[src/rtl/debouncer_pkg.sv]
// Shared constants and elaboration-time helpers for the multi-channel debouncer.
package debouncer_pkg;

    localparam int CHANNELS_MIN  = 1;
    localparam int CHANNELS_MAX  = 32;
    localparam int DB_CYCLES_MIN = 2;

    // Converts a time in (1/units_per_s) seconds into clock cycles.
    function automatic int cycles_from_time(input int clk_hz, input int units_per_s, input int t);
        longint c;
        c = longint'(clk_hz / units_per_s) * longint'(t);
        return int'(c);
    endfunction

    function automatic int cnt_width(input int cycles);
        return $clog2(cycles + 1);
    endfunction

endpackage

[src/rtl/debounce_channel.sv]
// One debounced input: 2-flop synchronizer, stability counter, edge pulses and,
// with DEBOUNCER_LONG_PRESS_EN defined, a long-press detector.
module debounce_channel
    import debouncer_pkg::*;
#(
    parameter int   DB_CYCLES = 1000,
    parameter logic INIT      = 1'b0
`ifdef DEBOUNCER_LONG_PRESS_EN
    ,
    parameter int   LP_CYCLES = 1000
`endif
) (
    input  logic clk,
    input  logic rst_n,
    input  logic sig_raw,
    input  logic en,
    output logic level,
    output logic rise,
    output logic fall,
    output logic long_press
);

    localparam int               DB_W    = cnt_width(DB_CYCLES);
    localparam logic [DB_W-1:0]  DB_LAST = DB_W'(DB_CYCLES - 1);

    logic [1:0]      sync_q;
    logic [DB_W-1:0] db_cnt;
    logic            differ;

    always_ff @(posedge clk or negedge rst_n) begin
        if (!rst_n) sync_q <= {2{INIT}};
        else        sync_q <= {sync_q[0], sig_raw};
    end

    assign differ = sync_q[1] ^ level;

    // The counter tops out at DB_LAST: reaching it while still differing flips the level.
    always_ff @(posedge clk or negedge rst_n) begin
        if (!rst_n) begin
            level  <= INIT;
            db_cnt <= '0;
            rise   <= 1'b0;
            fall   <= 1'b0;
        end else begin
            rise <= 1'b0;
            fall <= 1'b0;
            if (!en || !differ) begin
                db_cnt <= '0;
            end else if (db_cnt == DB_LAST) begin
                level  <= ~level;
                db_cnt <= '0;
                rise   <= ~level;
                fall   <= level;
            end else begin
                db_cnt <= db_cnt + DB_W'(1);
            end
        end
    end

`ifdef DEBOUNCER_LONG_PRESS_EN
    localparam int              LP_W    = cnt_width(LP_CYCLES);
    localparam logic [LP_W-1:0] LP_MAX  = LP_W'(LP_CYCLES);
    localparam logic [LP_W-1:0] LP_LAST = LP_W'(LP_CYCLES - 1);

    logic [LP_W-1:0] lp_cnt;

    // Saturating at LP_MAX suppresses repeat pulses until the level drops.
    always_ff @(posedge clk or negedge rst_n) begin
        if (!rst_n) begin
            lp_cnt     <= '0;
            long_press <= 1'b0;
        end else begin
            long_press <= 1'b0;
            if (!en || !level) begin
                lp_cnt <= '0;
            end else if (lp_cnt != LP_MAX) begin
                lp_cnt <= lp_cnt + LP_W'(1);
                if (lp_cnt == LP_LAST) long_press <= 1'b1;
            end
        end
    end
`else
    assign long_press = 1'b0;
`endif

endmodule

[src/rtl/debouncer_multi.sv]
// Multi-channel switch debouncer with edge pulses; long-press pulses are built
// only when DEBOUNCER_LONG_PRESS_EN is defined (otherwise long_o is tied low).
module debouncer_multi
    import debouncer_pkg::*;
#(
    parameter int   clock_freq      = 100_000_000,
    parameter int   debounce_time   = 1000,
    parameter logic initial_value   = 1'b0,
    parameter int   channels        = 4,
    parameter int   long_press_time = 1000
) (
    input  logic                clk,
    input  logic                rst_n,
    input  logic [channels-1:0] signal_i,
    input  logic [channels-1:0] en_i,
    output logic [channels-1:0] signal_o,
    output logic [channels-1:0] rise_o,
    output logic [channels-1:0] fall_o,
    output logic [channels-1:0] long_o
);

    localparam int DB_CYCLES = cycles_from_time(clock_freq, 1_000_000, debounce_time);
    localparam int LP_CYCLES = cycles_from_time(clock_freq, 1_000, long_press_time);

    if (channels < CHANNELS_MIN || channels > CHANNELS_MAX) begin : g_bad_channels
        $error("debouncer_multi: channels=%0d outside %0d..%0d", channels, CHANNELS_MIN, CHANNELS_MAX);
    end
    if (DB_CYCLES < DB_CYCLES_MIN) begin : g_bad_db
        $error("debouncer_multi: DB_CYCLES=%0d below %0d", DB_CYCLES, DB_CYCLES_MIN);
    end
    if (LP_CYCLES < 1) begin : g_bad_lp
        $error("debouncer_multi: LP_CYCLES=%0d must be at least 1", LP_CYCLES);
    end

    // Reset asserts asynchronously but releases two clocks later, aligned to clk.
    logic [1:0] rst_q;
    logic       rst_int_n;

    always_ff @(posedge clk or negedge rst_n) begin
        if (!rst_n) rst_q <= 2'b00;
        else        rst_q <= {rst_q[0], 1'b1};
    end

    assign rst_int_n = rst_q[1];

    for (genvar i = 0; i < channels; i++) begin : g_ch
        debounce_channel #(
            .DB_CYCLES (DB_CYCLES),
            .INIT      (initial_value)
`ifdef DEBOUNCER_LONG_PRESS_EN
            ,
            .LP_CYCLES (LP_CYCLES)
`endif
        ) u_ch (
            .clk        (clk),
            .rst_n      (rst_int_n),
            .sig_raw    (signal_i[i]),
            .en         (en_i[i]),
            .level      (signal_o[i]),
            .rise       (rise_o[i]),
            .fall       (fall_o[i]),
            .long_press (long_o[i])
        );
    end

endmodule

[config.mk]
export PLATFORM = sky130hd
export DESIGN_NAME = debouncer_multi
export DESIGN_NICKNAME = d
export VERILOG_FILES = /design/src/rtl/debouncer_pkg.sv /design/src/rtl/debounce_channel.sv /design/src/rtl/debouncer_multi.sv
export SDC_FILE = /design/constraint.sdc
export NUM_CORES = 1
export LEC_CHECK = 0
export BUFFER_PORTS_ARGS = -buffer_cell sky130_fd_sc_hd__buf_2
export CORE_MARGIN = 4
export CORE_UTILIZATION = 60
export DETAILED_ROUTE_END_ITERATION = 16
export PLACE_DENSITY_LB_ADDON = 0.25
export RECOVER_POWER = 25
export SLEW_MARGIN = 25
export SYNTH_ARGS = -nofsm -noshare
export SYNTH_HDL_FRONTEND = slang
export SYNTH_SLANG_ARGS = --single-unit
[constraint.sdc]
create_clock -name clk -period 3.65 [get_ports clk]
set_input_delay 0.5475 -clock clk [delete_from_list [all_inputs] [get_ports clk]]
set_output_delay 0.5475 -clock clk [all_outputs]
set_load 0.05 [all_outputs]
# Word level (Yosys, flattened, before mapping)
# Cells that the tools add are included.
# word_totals
out_inout_bits,16
in_bits,10
regBits,90
wordCells,81
# op_classes
n_eq_ne,4
n_reduce_logical,16
n_mux,24
n_bitwise,12
n_addsub,4
# op_table
op,count
$mux 17,8
$add 17x1->17 const B,4
$eq 17x17->1 const B,4
$mux 1,16
$logic_not 1->1,8
$not 1->1,8
$reduce_and 2->1,4
$logic_or 1x1->1,4
$xor 1x1->1,4

# Depth between registers and ports, before layout
# depth
depth_word,5
mapped_depth,7
depth_no_buf,5

# By module
# From an unflattened synthesis, not the netlist that was laid out.
# hier_totals
cells_unflattened,399
area_unflattened_um2,4177.8
# by_module_without_submodules
mod,cells_each,instances,area_each_um2
debounce_channel,99,4,1031.0
debouncer_multi,3,1,53.8

# Worst setup path after synthesis
# OpenSTA, ideal clock, no wires.
# synth_timing
path_type,flip-flop to flip-flop
start,reg g_ch[3].u_ch.db_cnt[0]
end,reg g_ch[3].u_ch.db_cnt[10]
stages_incl_launch_ff,8
setup_time_ns,0.121
arrival_ns,1.572
synth_period_minus_slack_ns,1.693
setup_slack_ns,1.957
t_required_ns,3.529
path_cell_list,dfrtp_1 -> ha_1 -> and4_1 -> clkbuf_1 -> nand4_1 -> nand3_1 -> buf_2 -> nor2_1
# synth_via
elab_chain_len,3
elab_cells_between_ends,4
classes_between,add/sub (1); eq/ne (1); mux (2)
# synth_lines
item,line,source
"start, declared",debounce_channel.sv:27,logic [DB_W-1:0] db_cnt;
"start signal, assigned",debounce_channel.sv:55,db_cnt <= db_cnt + DB_W'(1);
$add 17x1->17 / $eq 17x17->1 (equally long branches),"debounce_channel.sv:55, debounce_channel.sv:49",
$mux 17 *,debounce_channel.sv:49,end else if (db_cnt == DB_LAST) begin
$mux 17 *,debounce_channel.sv:47,if (!en || !differ) begin
# Mark *: on every way between the ends. The rest lies on a longest branch, timed or not.
# A chain may end at the register's enable or synchronous reset.

==> run metrics <==
CP startpoint kind flop; worst-skew pair later-pin latency 350 ps; cts bufs inserted 9; Via density 5.43; Resized cells post-CTS 0; mean routed wirelength per cell 13.3 um; top post-synthesis cells by area dfrtp_1, xnor2_1, nor2_1; Worst Hold Class primary input to flop; CTS Root Cell clkbuf_8; Yosys cell types 32; Worst path slowest cell dfrtp_1; DR DRC count 0; vias in the first global route 2781; io pins 26; grt ovf 0; synthesis-to-finish area growth 7.88%; DIE AREA 0.00839 mm^2; DIE HEIGHT 91.6 um; initial antenna violation count 0; Max IR drop VDD 0.347 mV; pin count of the biggest net entering global routing 62; Synth top cells by count dfrtp_1, nor2_1, xnor2_1; Tightest Pin Transition 2380 ps; placed cell count 506; die width 91.6 um; crit path DAT 2920 ps; Worst slew margin -0.587; Leak 0.00188 uW; final WL 6940 um; layout cell share with drive strength beyond 1 0.0937; Post-Synthesis Cells 407; crit path from rst_q[1]; Final HPWL DP 4780 um; final core occ 0.666; Vias 2838; Design Area, Final 0.00452 mm^2; Seq cells post-synth 90; critical path endpoint category asynchronous set/reset pin; clk buf depth 2; # H-tree levels 3; area share of the largest cell type after synthesis 0.537; placeable core area 0.00679 mm^2; EDFF count, synth 0; maxcap violations 1; status complete, but fails checks; first-pass GRT wire length 12200 um; Worst Path Required 4160 ps; post-synth top area cell dfrtp_1; reg-to-reg endpoint g_ch[2].u_ch.db_cnt[11]; post-route insts no fill 523; nets@finish 436; CTS tree yes; DRT Pass-1 Iters 4; clock skew 8.09 ps; PortBufs 21; placed inst area 0.00429 mm^2; CTS Sinks 90; worst-path cell chain buf_4; min Tclk post-route 2410 ps; final worst path period share 0.661; Synth Flop Type dfrtp_1; Buf+Inv Stages, Crit Path 1; crit path capture g_ch[2].u_ch.db_cnt[11]; Crit Reg-Reg Startpoint rst_q[1]; failing checks capacitance limit, slew limit; async set or reset register ratio after synthesis 1.00; Fmax 415 MHz; post-route ant nets 0; Post-Syn Area 0.00419 mm^2; RSZ-0062 raised after global routing no; R2R cell count 1; max incr delay on CP 1950 ps; Synth Warn # 0; Top delay family on crit path flip-flops; setup TNS 0 ps; final number of hold-violating endpoints 0; critical setup path kind flop to asynchronous set/reset pin; Site Rows 30; GRT Util Overall 0.180; Final GP Congestion 0.832; Reg clk slew, reported paths 80 ps; diode count 0; most frequent cell after synthesis dfrtp_1; critical path depth 1; Final setup viols 0; final slew viol count 62; Post CTS Setup Buffer Count 0; flop2flop setup slack 1240 ps; 1st-iter DRT viols 89; Initial Util 0.617; maximum fanout along the worst path 61; sequential cell area fraction in the yosys report 0.537; Mapped Avg Cell Area 10.3 um^2; pwr/cell area 396 mW/mm^2
[state kept, by name, summed over array words and instances (netlist names)]
register	flops
g_ch.u_ch.rise	4
g_ch.u_ch.db_cnt	68
g_ch.u_ch.level	4
g_ch.u_ch.fall	4
rst_q	2
g_ch.u_ch.sync_q	8
[placed cells by master, fill, tap and decap left out]
cell | synthesis | routed
dfrtp_1 | 90 | 90
ha_1 | 4 | 4
xnor2_1 | 34 | 34
o21ai_0 | 1 | 1
conb_1 | 2 | 5
inv_1 | 12 | 12
nor4_1 | 12 | 12
or4_1 | 2 | 2
nand4_1 | 22 | 22
nand2_1 | 21 | 21
nand4b_1 | 2 | 2
xor2_1 | 30 | 30
nor4b_1 | 5 | 5
clkbuf_1 | 1 | 2
or3b_2 | 1 | 1
nor2_1 | 73 | 73
nor4bb_1 | 7 | 7
o31ai_1 | 2 | 2
clkbuf_8 | 0 | 14
nor2b_1 | 1 | 1
dlygate4sd3_1 | 0 | 1
nand3_1 | 26 | 26
bufinv_16 | 0 | 1
or3_4 | 1 | 1
o41ai_1 | 1 | 1
and4_1 | 7 | 7
buf_2 | 5 | 20
nor3_1 | 14 | 14
or3_1 | 3 | 3
and2_1 | 4 | 4
a21oi_1 | 4 | 4
o21bai_2 | 1 | 1
and3_1 | 2 | 2
nand4_2 | 1 | 1
buf_4 | 16 | 1
[worst min-delay path by stage]
stage                           startpoint                     end  slack, ps  cells after the start
global placement                     rst_n                rst_q[0]        330                      1
detailed placement  g_ch[1].u_ch.sync_q[0]  g_ch[1].u_ch.sync_q[1]        330                      0
CTS                            signal_i[1]  g_ch[1].u_ch.sync_q[0]        270                      1
floorplan                            rst_n                rst_q[0]        250                      0
finish                         signal_i[1]  g_ch[1].u_ch.sync_q[0]        300                      1
global route                   signal_i[1]  g_ch[1].u_ch.sync_q[0]        270                      1
[kinds of logic after synthesis]
kind of cell,count (synthesis),synth area share
buffers and inverters,34,0.0463
AO/OA/AOI/OAI,9,0.0143
flip-flops,90,0.537
XOR/XNOR,64,0.134
AND/OR/NAND/NOR,204,0.255
adder cells (fa/ha/maj),4,0.0119
other,2,0.00179
[cell type report]
class	count	area, um^2
fillers	530	2270
flip-flops and latches	90	2250
multi-input cells	286	1760
clock buffers	15	196
repair buffers	23	121
well taps	96	120
inverters	12	45.0
clock inverters	1	30.0
[per-stage QoR]
step                      setup slack (ps)  hold WS (ps)  total power (uW)
after floorplan                        958           252              1080
after global placement                1680           332              1090
after detailed placement              1620           335              1090
after CTS                             1610           272              1820
after global routing                   762           274              1870
final                                 1240           295              1790
[metal layers]
metal  vias up  part of all wire  global-route usage  routed length, um
li1       1408                 -                   -                  -
met1      1350              0.47               0.234               3240
met2        70              0.47               0.283               3290
met3        10             0.047              0.0580                329
met4         0             0.012              0.0666                 85
met5         -                 0                   0                  0
[repair_timing]
action                                  in CTS  in global routing
endpoints found under the hold margin        2                  0
endpoints found under the setup margin       0                  0
hold buffers                                 1                  0
[report_power, final]
part / leakage [uW] / internal, uW / switching, uW
clock: 0.000116 / 411 / 314
combinational: 0.000533 / 10.3 / 33.5
sequential: 0.00123 / 1010 / 18.9
total: 0.00188 / 1430 / 366
Note: power is estimated with default switching activity, not from simulation.
